<file path="src/rtl/counter_seq_pkg.sv">
// Shared definitions for the counter sequencer.
//   state_t : controller states (IDLE, RUN, HOLD, DONE)
//   OP_*    : command op codes carried on cmd_op
package counter_seq_pkg;

    typedef enum logic [1:0] {
        ST_IDLE = 2'b00,
        ST_RUN  = 2'b01,
        ST_HOLD = 2'b10,
        ST_DONE = 2'b11
    } state_t;

    localparam logic [1:0] OP_START = 2'b00;
    localparam logic [1:0] OP_STOP  = 2'b01;
    localparam logic [1:0] OP_LOAD  = 2'b10;
    localparam logic [1:0] OP_CLEAR = 2'b11;

endpackage

</file>
<file path="src/rtl/counter_prescaler.sv">
// Prescaler for the counter sequencer.
// Issues one tick every prescale+1 enabled cycles.
//   CLK, RST_N : clock, synchronous active-low reset
//   en         : advance the prescaler this cycle
//   clr        : return the prescaler to 0 (overrides en)
//   prescale   : terminal value of the prescaler
//   tick       : combinational, high in the enabled cycle the prescaler wraps
module counter_prescaler #(
    parameter int PRESCALE_W = 8
) (
    input  logic                  CLK,
    input  logic                  RST_N,
    input  logic                  en,
    input  logic                  clr,
    input  logic [PRESCALE_W-1:0] prescale,
    output logic                  tick
);

    logic [PRESCALE_W-1:0] presc;

    assign tick = en && (presc == prescale);

    always_ff @(posedge CLK) begin
        if (!RST_N) begin
            presc <= '0;
        end else if (clr) begin
            presc <= '0;
        end else if (en) begin
            if (presc == prescale) begin
                presc <= '0;
            end else begin
                presc <= presc + PRESCALE_W'(1);
            end
        end
    end

endmodule

</file>
<file path="src/rtl/counter_sequencer.sv">
// Counter sequencer: START/STOP/LOAD/CLEAR control of an up-counter with a
// prescaler, terminal-count limit and periodic or one-shot operation.
//   CLK, RST_N       : clock, synchronous active-low reset
//   cmd_EN/RDY       : command strobe / always ready
//   cmd_op, cmd_arg  : command op code and LOAD value
//   cfg_EN/RDY       : configuration write strobe / ready in IDLE or DONE
//   cfg_limit        : terminal count
//   cfg_prescale     : tick every cfg_prescale+1 RUN cycles
//   cfg_oneshot      : 1 = stop at limit, 0 = wrap to 0
//   count_value_*    : read port, RV is the count register
//   tc_pulse         : one-cycle pulse when the limit is reached
//   busy             : high in RUN or HOLD
module counter_sequencer
    import counter_seq_pkg::*;
#(
    parameter int WIDTH      = 4,
    parameter int PRESCALE_W = 8
) (
    input  logic                  CLK,
    input  logic                  RST_N,
    input  logic                  cmd_EN,
    output logic                  cmd_RDY,
    input  logic [1:0]            cmd_op,
    input  logic [WIDTH-1:0]      cmd_arg,
    input  logic                  cfg_EN,
    output logic                  cfg_RDY,
    input  logic [WIDTH-1:0]      cfg_limit,
    input  logic [PRESCALE_W-1:0] cfg_prescale,
    input  logic                  cfg_oneshot,
    output logic                  count_value_RDY,
    input  logic                  count_value_EN,
    output logic [WIDTH-1:0]      count_value_RV,
    output logic                  tc_pulse,
    output logic                  busy
);

    state_t                state;
    logic [WIDTH-1:0]      count;
    logic [WIDTH-1:0]      limit;
    logic [PRESCALE_W-1:0] prescale;
    logic                  oneshot;

    logic tick;
    logic presc_en;
    logic presc_clr;
    logic cmd_override;

    // The read strobe has no side effect; it is sunk here.
    logic unused;
    assign unused = count_value_EN;

    assign cmd_RDY         = 1'b1;
    assign count_value_RDY = 1'b1;
    assign count_value_RV  = count;
    assign cfg_RDY         = (state == ST_IDLE) || (state == ST_DONE);
    assign busy            = (state == ST_RUN) || (state == ST_HOLD);

    // Any command other than START takes priority over a tick in the same
    // cycle, so the prescaler is frozen for that cycle as well.
    assign cmd_override = cmd_EN && (cmd_op != OP_START);
    assign presc_en     = (state == ST_RUN) && !cmd_override;
    assign presc_clr    = cmd_EN && ((cmd_op == OP_LOAD) || (cmd_op == OP_CLEAR) ||
                                     ((cmd_op == OP_START) && (state == ST_DONE)));

    counter_prescaler #(
        .PRESCALE_W (PRESCALE_W)
    ) u_prescaler (
        .CLK      (CLK),
        .RST_N    (RST_N),
        .en       (presc_en),
        .clr      (presc_clr),
        .prescale (prescale),
        .tick     (tick)
    );

    always_ff @(posedge CLK) begin
        if (!RST_N) begin
            state    <= ST_IDLE;
            count    <= '0;
            limit    <= '1;
            prescale <= '0;
            oneshot  <= 1'b0;
            tc_pulse <= 1'b0;
        end else begin
            tc_pulse <= 1'b0;

            if (cfg_EN && cfg_RDY) begin
                limit    <= cfg_limit;
                prescale <= cfg_prescale;
                oneshot  <= cfg_oneshot;
            end

            if (cmd_EN) begin
                case (cmd_op)
                    OP_START: begin
                        if (state == ST_DONE) begin
                            count <= '0;
                        end
                        state <= ST_RUN;
                    end
                    OP_STOP: begin
                        if (state == ST_RUN) begin
                            state <= ST_HOLD;
                        end
                    end
                    OP_LOAD: begin
                        count <= cmd_arg;
                        if (state == ST_DONE) begin
                            state <= ST_IDLE;
                        end
                    end
                    OP_CLEAR: begin
                        count <= '0;
                        state <= ST_IDLE;
                    end
                endcase
            end

            // tick is only ever high in RUN without an overriding command
            if (tick) begin
                if (count == limit) begin
                    tc_pulse <= 1'b1;
                    if (oneshot) begin
                        state <= ST_DONE;
                    end else begin
                        count <= '0;
                    end
                end else begin
                    count <= count + WIDTH'(1);
                end
            end
        end
    end

endmodule

</file>
<file path="config.mk">
export PLATFORM = sky130hd
export DESIGN_NAME = counter_sequencer
export DESIGN_NICKNAME = d
export VERILOG_FILES = /design/src/rtl/counter_seq_pkg.sv /design/src/rtl/counter_prescaler.sv /design/src/rtl/counter_sequencer.sv
export SDC_FILE = /design/constraint.sdc
export NUM_CORES = 1
export LEC_CHECK = 0
export CAP_MARGIN = 20
export CORE_ASPECT_RATIO = 1.4
export CORE_MARGIN = 2
export CORE_UTILIZATION = 53
export CTS_CLUSTER_DIAMETER = 30
export CTS_CLUSTER_SIZE = 28
export DETAILED_ROUTE_END_ITERATION = 12
export PLACE_DENSITY = 0.86
export SETUP_SLACK_MARGIN = 0.5
export SYNTH_ARGS = -nofsm -noshare
export SYNTH_HDL_FRONTEND = slang
export SYNTH_SLANG_ARGS = --single-unit
</file>
<file path="constraint.sdc">
create_clock -name CLK -period 2.5 [get_ports CLK]
set_input_delay 0.5 -clock CLK [delete_from_list [all_inputs] [get_ports CLK]]
set_output_delay 0.5 -clock CLK [all_outputs]
set_load 0.05 [all_outputs]
</file>
* After elaboration in Yosys (flattened, before gate mapping)
Index checks and enable logic that the tools add are counted.
** Storage, ports and cells
- Bits in registers :: 28
- Output and inout bits :: 9
- Word-level logic and storage cells :: 49
- Bits of input ports :: 24
** Cells by class
- Reduce and logical (&&, ||, !) cells :: 16
- Bitwise operators :: 1
- Mux-type cells :: 15
- Equal/unequal tests :: 8
- Add/sub/neg operators :: 2
** Operator list (count)
- $mux W4 :: 5
- $mux W2 :: 6
- $pmux W4 S3 :: 1
- $add A8 B1 Y8 const B :: 1
- $eq A2 B2 Y1 const B :: 4
- $eq A8 B8 Y1 :: 1
- $mux W8 :: 1
- $pmux W2 S4 :: 1
- $logic_and A1 B1 Y1 :: 6
- $add A4 B1 Y4 const B :: 1
- $eq A2 B1 Y1 const B :: 2
- $eq A4 B4 Y1 :: 1
- $logic_not A2 Y1 :: 2
- $logic_or A1 B1 Y1 :: 4
- $reduce_and A2 Y1 :: 1
- $reduce_bool A2 Y1 :: 1
- $reduce_or A2 Y1 :: 1
- $logic_not A1 Y1 :: 1
- $mux W1 :: 1
- $not A1 Y1 :: 1

* Depth between registers and ports, before layout
- Depth in word-level cells :: 7
- Depth in mapped cells :: 7

* Cells and area by module
From an unflattened synthesis, not the netlist that was laid out.
** Unflattened totals
- Cells, all modules :: 168
- Area, all modules :: 1435.1 um2
** By module, submodules not included
- counter_sequencer :: times used 1, area an instance 989.7 um2, cells each 119, sequential area each 400.4 um2
- counter_prescaler :: times used 1, area an instance 445.4 um2, cells each 49, sequential area each 160.2 um2

* Worst setup path before layout
OpenSTA, ideal clock, no wires.
- Path type :: reg2reg
- From :: reg state[0]
- To :: reg oneshot
- Clock period less this slack :: 2.147 ns
- Required time :: 2.430 ns
- Arrival :: 2.077 ns
- Path slack :: 0.353 ns
- Cell stages (with the launch flop) :: 8
- Buffers on the path :: 1
- Cell sequence :: dfxtp_1 inv_1 ha_1 inv_1 nand2_1 clkbuf_1 nand2_1 a21oi_1
** On the way
- Cells in the longest elaborated chain, start to end :: 3
- Elaborated cells between the ends (all ways) :: 4
- Classes of those cells :: 1 x eq/ne; 3 x reduce/logical
** RTL lines
- from (decl) :: line counter_sequencer.sv:37 : state_t state;
- from (signal assigned) :: line counter_sequencer.sv:78 : state <= ST_IDLE;
- from (signal assigned) :: line counter_sequencer.sv:99 : state <= ST_RUN;
- from (signal assigned) :: line counter_sequencer.sv:103 : state <= ST_HOLD;
- $eq A2 B2 Y1 or $logic_not A2 Y1 (tied branches) :: line counter_sequencer.sv:55 : assign cfg_RDY = (state == ST_IDLE) || (state == ST_DONE);
- $logic_or A1 B1 Y1 * :: line counter_sequencer.sv:55
- via cfg_RDY :: line counter_sequencer.sv:26 : output logic cfg_RDY,
- $logic_and A1 B1 Y1 * :: line counter_sequencer.sv:87 : if (cfg_EN && cfg_RDY) begin
- to (signal assigned) :: line counter_sequencer.sv:90 : oneshot <= cfg_oneshot;
- to (decl) :: line counter_sequencer.sv:41 : logic oneshot;
Mark *: on every way through the listed nets, which the timed path passes. The rest lies on a longest branch.
A chain may end at the register's enable or synchronous reset.

* Final worst setup path
- From :: reg state[1]
- To :: out cfg_RDY
** On the way
- Cells in the longest elaborated chain, start to end :: 2
- Elaborated cells between the ends (all ways) :: 3
- Classes of those cells :: 1 x eq/ne; 2 x reduce/logical
** RTL lines (line)
- $eq A2 B2 Y1 or $logic_not A2 Y1 (tied branches) :: counter_sequencer.sv:55
- $logic_or A1 B1 Y1 * :: counter_sequencer.sv:55
- to (decl) :: counter_sequencer.sv:26
Mark *: on every way between the ends. The rest lies on a longest branch, timed or not.

==> results.cfg <==
[routing]
wire_per_inst_um = 13.6
drtIter0Drc = 19
vias = 1285
drc = 0
antenna_left = 0
first_pass_iters = 6
drt-vias-per-instance = 5.44
routed_wl_um = 3200

[sta]
hold_viol_final = 0
worstMarginPinSlew_ns = 0.502
skew_ns = 0.00211
finalCritPeriodShare_pct = 76.6
slew_violations = 0
rsz0062_at_grt = no
slew_headroom_pct = 66.5
fin_tns_setup_ns = 0
fin_ws_ns = 0.586
setup_viol = 0
clock.fmax_mhz = 522
period_needed_ns = 1.91

[floorplanning]
die_w_um = 48.5
die_area_um2 = 3210
start_util_pct = 55.6
die_h_um = 66.3
io_pins = 33
coreArea_um2 = 2640
rows = 22

[cts]
clkTransAtPathRegs_ns = 0.15
cts_sinks = 28
htreeDepth = 1
cts-root-buf = clkbuf_4
ctsLongestPathBuffers = 2
clk-insertion-delay-late_ns = 0.34
cts_tree = built
numCtsBuffers = 3

[logic_synthesis]
avgSynthCellArea_um2 = 8.64
yosysWarnings = 0
ys_dominant_reg_cell = dfxtp_1
synth_edf_count = 0
ys_seq_area_share_pct = 38.2
synth_area_leaders = dfxtp_1 (38%), nand2_1 (9.7%), xnor2_1 (7.2%)
async_flop_share_pct = 0
synth_seq_cells = 28
syn_area_um2 = 1470
synth_top_area_share_pct = 38.2
syn-instance-count = 170
yosysUniqueCellTypes = 34
yosysTopAreaCell = dfxtp_1

[global_routing]
gr-usage-met1_pct = 23.3
grt_start_max_net_pins = 17
antenna_found_initial = 0
grt_usage_pct = 23.1
overflow = 0
grt_use_met3_pct = 4.75
grt_pass1_wl_um = 5760
first_global_vias = 1305
grt-busiest-layer = met2
use_met2_pct = 44.6

[power_and_ir_drop]
p_per_area_nw_per_um2 = 524
leakagePower_nw = 0.753
peakVddDrop_mv = 0.574
power_w = 0.000968

[critical_path]
critPathLaunchType = flop
r2r_end = state[0]
arrival_ns = 1.41
regToRegStartpoint = state[1]
endpoint_kind = output pin
r2r_cells = 6
crit_path_max_fanout = 5
crit_required_ns = 2.00
r2r_setup_slack_ns = 0.87
critical_path_class = reg2out

[cells_and_area]
postLayoutCellArea_um2 = 1850
nNetsFinal = 233
area_growth_pct = 25.6
seqCellArea_um2 = 563
multiInputGateArea_um2 = 861
fill_cells = 220
num_antenna_cells = 0
drive_gt1_share_pct = 10.5
instances_no_fill = 236

[min_path]
hp-start = prescale[4]
whs_path_depth = 2
hp-class = reg2reg
holdPathEnd = prescale[4]

[placement]
placed_area_um2 = 1800
io_buffers = 29
pre_cts_slack_ns = 0.289
dp.cells = 232
gp_congestion = 0.858
dp_hpwl_um = 2390

[job]
drv_cap = 0

[outcome]
status = finished, final reports clean
## critical path, stage by stage (launching register included)
cell     delay (ns)
dfxtp_2        0.40
inv_1          0.09
ha_2           0.35
inv_1          0.05
buf_4          0.18
## sequential cells by signal (all words and copies together), names as in the netlist
register / flops
count_value_RV: 4
limit: 4
oneshot: 1
prescale: 8
state: 2
tc_pulse: 1
u_prescaler.presc: 8
## cells by family after synthesis
| family | after synthesis | synth area share [%] |
|---|---|---|
| adders and majority gates | 8 | 6.81 |
| and+or+nand+nor | 72 | 24.9 |
| xor gates and xnor gates | 21 | 12.5 |
| buffers and inverters | 12 | 3.66 |
| AOI/OAI and AO/OA | 28 | 13.7 |
| other | 1 | 0.255 |
| DFF | 28 | 38.2 |
## cell usage after synthesis (2+ instances only)
cell and instances:
a21oi_1 12, a22oi_1 3, and3_1 3, buf_4 2, clkbuf_1 4, dfxtp_1 28, ha_1 8, inv_1 5
nand2_1 38, nand3_1 8, nand4_1 4, nor2_1 8, nor2b_1 2, nor4_4 2, o21ai_0 3, o32ai_1 3
xnor2_1 12, xor2_1 9
## cell type report
class / count / share of cell area, %
clock buffers: 3 / 1.22
clock inverters: 1 / 1.63
inverters: 5 / 1.02
multi-input cells: 131 / 46.6
flip-flops and latches: 28 / 30.5
well taps: 36 / 2.44
repair buffers: 32 / 16.5
## through the flow
stage               hold slack (ns)  util, %
floorplan                     0.449        -
global placement              0.461     67.9
detailed placement            0.464     67.9
CTS                           0.483     69.8
global route                  0.514     69.8
finish                        0.482     69.8
## timing repair
item                       in CTS  in global routing
setup endpoints to repair       5                  3
gates resized for setup         7                  6
hold buffers                    0                  0
setup buffers                   0                  0
pin swaps                       0                  0
## worst max-delay path by stage
stage | start | end | slack [ns] | depth (start not counted)
2_1_floorplan | state[0] | oneshot | 0.53 | 7
3_3_place_gp | cmd_op[1] | count_value_RV[3] | 0.36 | 6
3_5_place_dp | cmd_op[1] | count_value_RV[1] | 0.29 | 6
4_1_cts | state[1] | busy | 0.37 | 3
5_1_grt | state[1] | cfg_RDY | 0.52 | 4
6_report | state[1] | cfg_RDY | 0.59 | 4
## cells in the final DEF (no fill, tap or decap), drive strengths merged, types with 2 or more instances in the layout
master         synthesis  layout
nand2                 39      39
xnor2                 12      12
o21ai                  4       4
conb                   1       2
nand3                  8       8
clkdlybuf4s50          0      22
dlygate4sd2            0       4
ha                     8       8
nand4                  4       4
nor2                   8       8
nor2b                  2       2
buf                    2       4
clkbuf                 5       4
and3                   4       4
o32ai                  4       4
a22oi                  3       3
nor4                   3       3
xor2                   9       9
a21oi                 12      12
a21boi                 2       2
inv                    5       5
dfxtp                 28      28
## power breakdown
part / internal, W / switching, W
Combinational: 0.0000780 / 0.000102
Sequential: 0.000467 / 0.0000184
Clock: 0.000163 / 0.000139
## routing by layer
layer | routed length, µm | up-vias
li1 | - | 633
met1 | 1260 | 614
met2 | 1750 | 30
met3 | 129 | 8
met4 | 65 | 0
met5 | 0 | -
Note: power is estimated with default switching activity, not from simulation.
